### src/rtl/simple_dual_port_ram.sv
// rtl/simple_dual_port_ram.sv - one-write/one-read RAM with byte enables, read latency 1/2, auto-clear.
// Optional per-lane even parity with error injection when RAM_PARITY_EN is defined.
module simple_dual_port_ram #(
  parameter int data_width = 8,
  parameter int addr_width = 4,
  parameter int rd_latency = 1,
  parameter int rdw_mode   = 0
) (
  input  logic                      clk,
  input  logic                      rst,
  input  logic                      we,
  input  logic [addr_width-1:0]     waddr,
  input  logic [data_width/8-1:0]   wbe,
  input  logic [data_width-1:0]     data_in,
  input  logic                      re,
  input  logic [addr_width-1:0]     raddr,
  output logic [data_width-1:0]     data_out,
  output logic                      rvalid,
`ifdef RAM_PARITY_EN
  output logic                      parity_err,
  input  logic                      par_inject,
`endif
  output logic                      busy
);

  localparam int be_width = data_width / 8;
  localparam int depth    = 1 << addr_width;
`ifdef RAM_PARITY_EN
  localparam int pw = data_width + 1;
`else
  localparam int pw = data_width;
`endif

  typedef enum logic {CLEAR, IDLE} state_t;

  state_t                  state, state_next;
  logic [addr_width-1:0]   cnt;
  logic [data_width-1:0]   mem [depth];

  logic                    wr_en;
  logic [addr_width-1:0]   wr_addr;
  logic [be_width-1:0]     wr_be;
  logic [data_width-1:0]   wr_data;
  logic                    rd_accept;
  logic [data_width-1:0]   rd_word;
  logic [pw-1:0]           rd_bus;
  logic                    s_valid;
  logic [pw-1:0]           s_bus;
  logic [pw-1:0]           out_q;

  always_ff @(posedge clk) begin
    if (rst) begin
      state <= CLEAR;
      cnt   <= '0;
    end else begin
      state <= state_next;
      if (state == CLEAR) cnt <= cnt + 1'b1;
    end
  end

  always_comb begin
    state_next = state;
    if (state == CLEAR && cnt == {addr_width{1'b1}}) state_next = IDLE;
  end

  assign busy = (state == CLEAR);

  // The clear sequencer owns the write port while busy; user requests are dropped.
  always_comb begin
    wr_en   = 1'b0;
    wr_addr = waddr;
    wr_be   = wbe;
    wr_data = data_in;
    if (!rst) begin
      if (state == CLEAR) begin
        wr_en   = 1'b1;
        wr_addr = cnt;
        wr_be   = {be_width{1'b1}};
        wr_data = '0;
      end else begin
        wr_en = we;
      end
    end
  end

  assign rd_accept = !rst && (state == IDLE) && re;

  always_ff @(posedge clk) begin
    if (wr_en) begin
      for (int i = 0; i < be_width; i++) begin
        if (wr_be[i]) mem[wr_addr][8*i +: 8] <= wr_data[8*i +: 8];
      end
    end
  end

  always_comb begin
    rd_word = mem[raddr];
    for (int i = 0; i < be_width; i++) begin
      if (rdw_mode == 1 && wr_en && wr_addr == raddr && wr_be[i])
        rd_word[8*i +: 8] = wr_data[8*i +: 8];
    end
  end

`ifdef RAM_PARITY_EN
  logic [be_width-1:0] par_mem [depth];
  logic [be_width-1:0] wr_par;
  logic [be_width-1:0] rd_par;
  logic [be_width-1:0] calc_par;

  // Injection only applies to user writes so auto-clear always leaves consistent parity.
  always_comb begin
    for (int i = 0; i < be_width; i++)
      wr_par[i] = (^wr_data[8*i +: 8]) ^ (par_inject && state == IDLE);
  end

  always_ff @(posedge clk) begin
    if (wr_en) begin
      for (int i = 0; i < be_width; i++) begin
        if (wr_be[i]) par_mem[wr_addr][i] <= wr_par[i];
      end
    end
  end

  always_comb begin
    rd_par = par_mem[raddr];
    for (int i = 0; i < be_width; i++) begin
      if (rdw_mode == 1 && wr_en && wr_addr == raddr && wr_be[i]) rd_par[i] = wr_par[i];
      calc_par[i] = ^rd_word[8*i +: 8];
    end
  end

  assign rd_bus     = {|(calc_par ^ rd_par), rd_word};
  assign parity_err = out_q[pw-1];
`else
  assign rd_bus = rd_word;
`endif

  generate
    if (rd_latency == 2) begin : g_lat2
      always_ff @(posedge clk) begin
        if (rst) begin
          s_valid <= 1'b0;
          s_bus   <= '0;
        end else begin
          s_valid <= rd_accept;
          if (rd_accept) s_bus <= rd_bus;
        end
      end
    end else begin : g_lat1
      assign s_valid = rd_accept;
      assign s_bus   = rd_bus;
    end
  endgenerate

  always_ff @(posedge clk) begin
    if (rst) begin
      out_q  <= '0;
      rvalid <= 1'b0;
    end else begin
      rvalid <= s_valid;
      if (s_valid) out_q <= s_bus;
    end
  end

  assign data_out = out_q[data_width-1:0];

endmodule

### config.mk
export PLATFORM = sky130hd
export DESIGN_NAME = simple_dual_port_ram
export DESIGN_NICKNAME = d
export VERILOG_FILES = /design/src/rtl/simple_dual_port_ram.sv
export SDC_FILE = /design/constraint.sdc
export NUM_CORES = 1
export LEC_CHECK = 0
export CORE_ASPECT_RATIO = 1.1
export CORE_MARGIN = 4
export CORE_UTILIZATION = 47
export DETAILED_ROUTE_END_ITERATION = 10
export PLACE_DENSITY_LB_ADDON = 0.12
export SETUP_SLACK_MARGIN = 0.1
export SLEW_MARGIN = 25
export SYNTH_ARGS = -nofsm -noshare
export SYNTH_HDL_FRONTEND = slang
export SYNTH_SLANG_ARGS = --single-unit
### constraint.sdc
create_clock -name clk -period 5.69 [get_ports clk]
set_input_delay 0.8535 -clock clk [delete_from_list [all_inputs] [get_ports clk]]
set_output_delay 0.8535 -clock clk [all_outputs]
set_load 0.05 [all_outputs]
[After elaboration in Yosys (flattened, before gate mapping)]
Memory sizes are Yosys's and may differ from the RTL's. A register that Yosys moved wholly into a read port is not among the register bits.
Index checks and enable logic that the tools add are counted.
Operators by class
  add/subtract/negate cells: 1
  equality and inequality tests: 1
  mux-type cells: 11
  bitwise operators: 1
  reduce and logical (&&, ||, !) cells: 4
Operator list (count)
  8-bit two-way mux: 2
  4-bit two-way mux: 2
  1-bit two-way mux: 7
  4-bit by 1-bit adder with 4-bit output (second input constant): 1
  4-bit == test (second input constant): 1
  1-bit logical AND: 3
  1-bit zero test: 1
  1-bit inverter: 1
Storage, ports and cells
  register bits: 6
  RAM bits: 128
  input bits: 21
  output and inout port bits: 10
  word-level logic and storage cells: 22
  memories: 1
Memories
  mem: depth 16, width 8, read ports 1, clocked after Yosys merged registers in 1, wr ports 1, RTL line 38  | logic [data_width-1:0] mem [depth];

[Longest topological paths before layout]
  depth after elaboration: 5
  depth in mapped cells: 7
  depth with buffers taken out: 4

[Worst setup path before layout]
No wires, ideal clock.
  path kind: input-to-reg
  from: input rst
  to: memory mem[1][0] (enable)
  library setup time: 0.370 ns
  data arrival time: 1.979 ns
  required time: 5.320 ns
  path slack: 3.340 ns
  stages on the path: 4
  path buffers: 1
  cells stage by stage: nor2_2 -> clkbuf_1 -> a31oi_1 -> nor2_1
On the way
  longest elaborated chain between the ends: 4
  elaborated cells on any way between the ends: 6
  classes of those cells: 6 x mux
RTL lines
  start: declaration: RTL line 10  | input logic rst,
  1-bit two-way mux: RTL line 74  | if (!rst) begin
  1-bit two-way mux: RTL line 91  | if (wr_be[i]) mem[wr_addr][8*i +: 8] <= wr_data[8*i +: 8];
  1-bit two-way mux: RTL line 89  | if (wr_en) begin
  1-bit two-way mux (implied by the code): RTL line 91
  end: declaration: RTL line 38
Several ways; a longest one is shown, not always the timed one.

[Final worst setup path]
  from: input rst
  to: memory mem[4][3] (enable)
The elaborated chain is that of the path after synthesis.

==> PnR_summary.wiki <==
{| class="wikitable"
! Metric !! Value
|-
| Status || finished clean
|-
| Number of flops mapped to enable cells by yosys || 128
|-
| Clock tree skew after final layout || 8.62 ps
|-
| Highest Clock Rate || 306 MHz
|-
| Number of warnings reported in the yosys synthesis log || 0
|-
| Number of global-route vias before repair || 3031
|-
| Launch point of the critical path || rst
|-
| Highest ir drop seen on vdd || 0.259 mV
|-
| Number of pins with negative max-slew slack in the final report || 0
|-
| Average vias per placed instance || 5.70
|-
| Last weighted congestion value of the routability-driven placer || 0.766
|-
| Wire length after detailed routing || 11100 µm
|-
| DRC || 0
|-
| Worst setup path class || in2reg
|-
| Area enclosed by the die boundary || 13900 µm²
|-
| Worst EP arrival || 3310 ps
|-
| Leftover overflow at the end of global routing || 0
|-
| Cells traversed along the worst timing path || clkdlybuf4s50_1 > nor2_2 > mux2i_1 > nand2_1 > nor2_1
|-
| Initial antenna violation count || 0
|-
| Startpoint of the most critical register-to-register path || state$_SDFFE_PP0P_
|-
| Effective utilization at floorplan || 0.486
|-
| First-pass detailed-route iteration total || 4
|-
| Share of the synthesized netlist area taken by xor and xnor gates || 0.00464
|-
| Comb power frac || 0.049
|-
| Endpoints failing hold || 0
|-
| FFs w/ async S/R, synth || 0
|-
| Total power per unit cell area || 366 nW/µm²
|-
| Total net switching power || 489 µW
|-
| Clock buffers created by TritonCTS || 17
|-
| RSZ-0062 raised after global routing || no
|-
| Min-delay worst type || reg2reg
|-
| Total of hold buffers inserted after clock tree synthesis || 0
|-
| Share of total power in the clock network || 0.482
|-
| Maxcap violations || 0
|-
| Antenna-violating nets left || 0
|-
| TritonCTS Sinks || 142
|-
| Setup_tns || 0 ps
|-
| Number of distinct library cell variants in the gate-level netlist after synthesis || 35
|-
| Core Rows || 41
|-
| Post-CTS sizing || 0
|-
| Final cell utilization of the core || 0.580
|-
| Synthesized-area fraction occupied by adder cells || 0.00221
|-
| First-pass GRT wire length || 17300 µm
|-
| Final-report setup violation count || 0
|-
| TritonCTS clock tree || built
|-
| R2r endpoint || mem[4][3]$_DFFE_PP_
|-
| Destination of the critical timing path || mem[4][3]$_DFFE_PP_
|-
| Post-route minimum period || 3270 ps
|-
| Clock transition at the registers of the reported paths || 60 ps
|-
| Worst EP required || 5730 ps
|-
| Min setup slack post-route || 2420 ps
|-
| Cell area after synthesis || 5660 µm²
|-
| Via count of the routed design || 2856
|-
| Sort of element at the end of the critical path || flip-flop
|-
| Worst Reg-to-Reg Cells || 4
|-
| Detailed Place HPWL || 7250 µm
|-
| Launching element type of the critical path || primary input
|-
| Worst setup slack for register-to-register paths || 3100 ps
|-
| Synthesized-area fraction occupied by and/or/nand/nor cells || 0.0451
|-
| Mean area per synthesized cell || 19.3 µm²
|-
| Int Pwr || 1980 µW
|-
| Placeable Area || 11600 µm²
|-
| Dominant combinational cell family by area after synthesis || multiplexers
|-
| Slew at the pin closest to its max-slew limit || 906 ps
|-
| Nets@finish || 360
|-
| Share of the synthesized area in the top cell type || 0.679
|-
| Boundary pin count || 31
|-
| Fraction of layout cells with a size suffix above 1 || 0.197
|-
| Sequential-to-total area share from yosys stat || 0.728
|-
| Final cycle utilization of the critical path || 0.575
|-
| Fill count || 870
|-
| Lkg Pwr || 0.00227 µW
|-
| Layout overhead on the synthesized area || 19.3%
|-
| Routed len/inst || 22.1 µm
|-
| Synth top cells by count || edfxtp_1, nor2_1, mux4_1
|-
| Total Power || 2470 µW
|-
| Overall die width || 113 µm
|-
| CTS H-tree lvls || 4
|-
| Number of antenna cells inserted || 0
|-
| Critical-path top delay cell || nor2_1
|-
| Clock latency on the worst-skew pair || 420 ps
|-
| Post CTS Setup Buffer Count || 0
|-
| Main flop type after synthesis || edfxtp_1
|-
| Vert. Die Dim || 123 µm
|-
| Top area cells in the synthesized netlist || edfxtp_1, mux4_1, mux4_2
|-
| Switching power share of the total || 0.198
|-
| Net count of the mapped netlist || 315
|-
| Most common cell in the synthesized netlist || edfxtp_1
|-
| Post-synthesis mux area share || 0.171
|-
| Number of buffers between clock root and the deepest sink || 2
|-
| Cell taking the most area after synthesis || edfxtp_1
|-
| Root buffer cell || clkbuf_16
|-
| Critical Path Max Stage Delay || 690 ps
|-
| Post-Syn Instances || 293
|-
| Slew HR || 0.394
|-
| Fraction of power consumed by sequential logic || 0.469
|-
| Overall fraction of global-route tracks in use || 0.174
|-
| Post-synthesis sequential element count || 142
|-
| Pin count of the biggest net entering global routing || 25
|-
| Critical-path maximum fanout || 18
|-
| Compound-cell area share of the yosys netlist || 0.0287
|-
| IO Port Bufs || 30
|-
| Detailed Route Iter0 Violations || 181
|-
| Setup WS pre-CTS || 1980 ps
|}
[worst min-delay path by stage]
stage,from,to,slack [ps],cells after the start
after CTS,data_out[6]$_SDFFE_PP0P_,data_out[6]$_SDFFE_PP0P_,510,2
after global routing,data_out[5]$_SDFFE_PP0P_,data_out[5]$_SDFFE_PP0P_,520,2
after global placement,data_out[5]$_SDFFE_PP0P_,data_out[5]$_SDFFE_PP0P_,490,2
after floorplan,cnt[3]$_SDFFE_PP0N_,state$_SDFFE_PP0P_,480,2
final,data_out[4]$_SDFFE_PP0P_,data_out[4]$_SDFFE_PP0P_,500,2
after detailed placement,data_out[6]$_SDFFE_PP0P_,data_out[6]$_SDFFE_PP0P_,500,2
[area by class of cell]
type,count,area (µm²),share of cell area
flip-flops and latches,142,4120,0.610
multi-input cells,135,1430,0.211
clock buffers,18,429,0.0635
repair buffers,39,358,0.0530
clock inverters,14,218,0.0322
well taps,150,188,0.0278
inverters,3,11.3,0.00167
[metrics by stage]
step	instances	hold slack, ps	area [µm²]
3_5_place_dp	469	495	6110
4_1_cts	501	509	6760
5_1_grt	501	522	6760
2_1_floorplan	293	481	5660
3_3_place_gp	469	486	6120
6_report	501	500	6760
[sequential cells by signal, summed over array words and instances, names as in the netlist]
name	count
cnt	4
state	1
rvalid	1
mem	128
data_out	8
[power by group through the flow]
stage	clock [µW]	sequential, µW	combinational, µW
3_5_place_dp	0	1180	123
4_1_cts	1210	1160	123
5_1_grt	1260	1160	131
6_report	1190	1160	121
2_1_floorplan	0	1180	78.7
3_3_place_gp	0	1180	123
[worst max-delay path: cells and delay by family]
kind	cells	cell delay [ps]
simple gates	3	1480
buf+inv	1	670
mux	1	300
[cells in the final DEF, fill, tap and decap left out, types with 3 or more instances in the layout]
master	n
edfxtp_1	128
buf_4	9
mux2i_1	13
clkbuf_16	17
clkinv_4	4
mux4_2	14
a21oi_1	4
o21ai_1	6
inv_1	3
nor2b_1	9
a31oi_1	4
clkdlybuf4s50_1	28
clkinvlp_4	3
a22oi_1	8
mux2_2	9
nor2_1	23
mux4_1	16
bufinv_16	5
dfxtp_1	14
nand2_1	8
[cells by family (layout without fill, tap and decap cells)]
family                   after synthesis  in the layout
flip-flops                           142            142
AND/OR/NAND/NOR                       53             53
multiplexers                          52             52
AO/OA/AOI/OAI                         26             26
buffers and inverters                 16             74
XOR/XNOR                               3              3
adder cells (fa/ha/maj)                1              1
[metal layers]
| layer | share of wire | up-vias | global-route usage |
|---|---|---|---|
| met5 | 0 | - | 0 |
| met4 | 0.018 | 0 | 0.0796 |
| met1 | 0.46 | 1454 | 0.239 |
| met3 | 0.055 | 24 | 0.0475 |
| li1 | - | 1287 | - |
| met2 | 0.47 | 91 | 0.262 |
(Power assumes the default switching activity.)
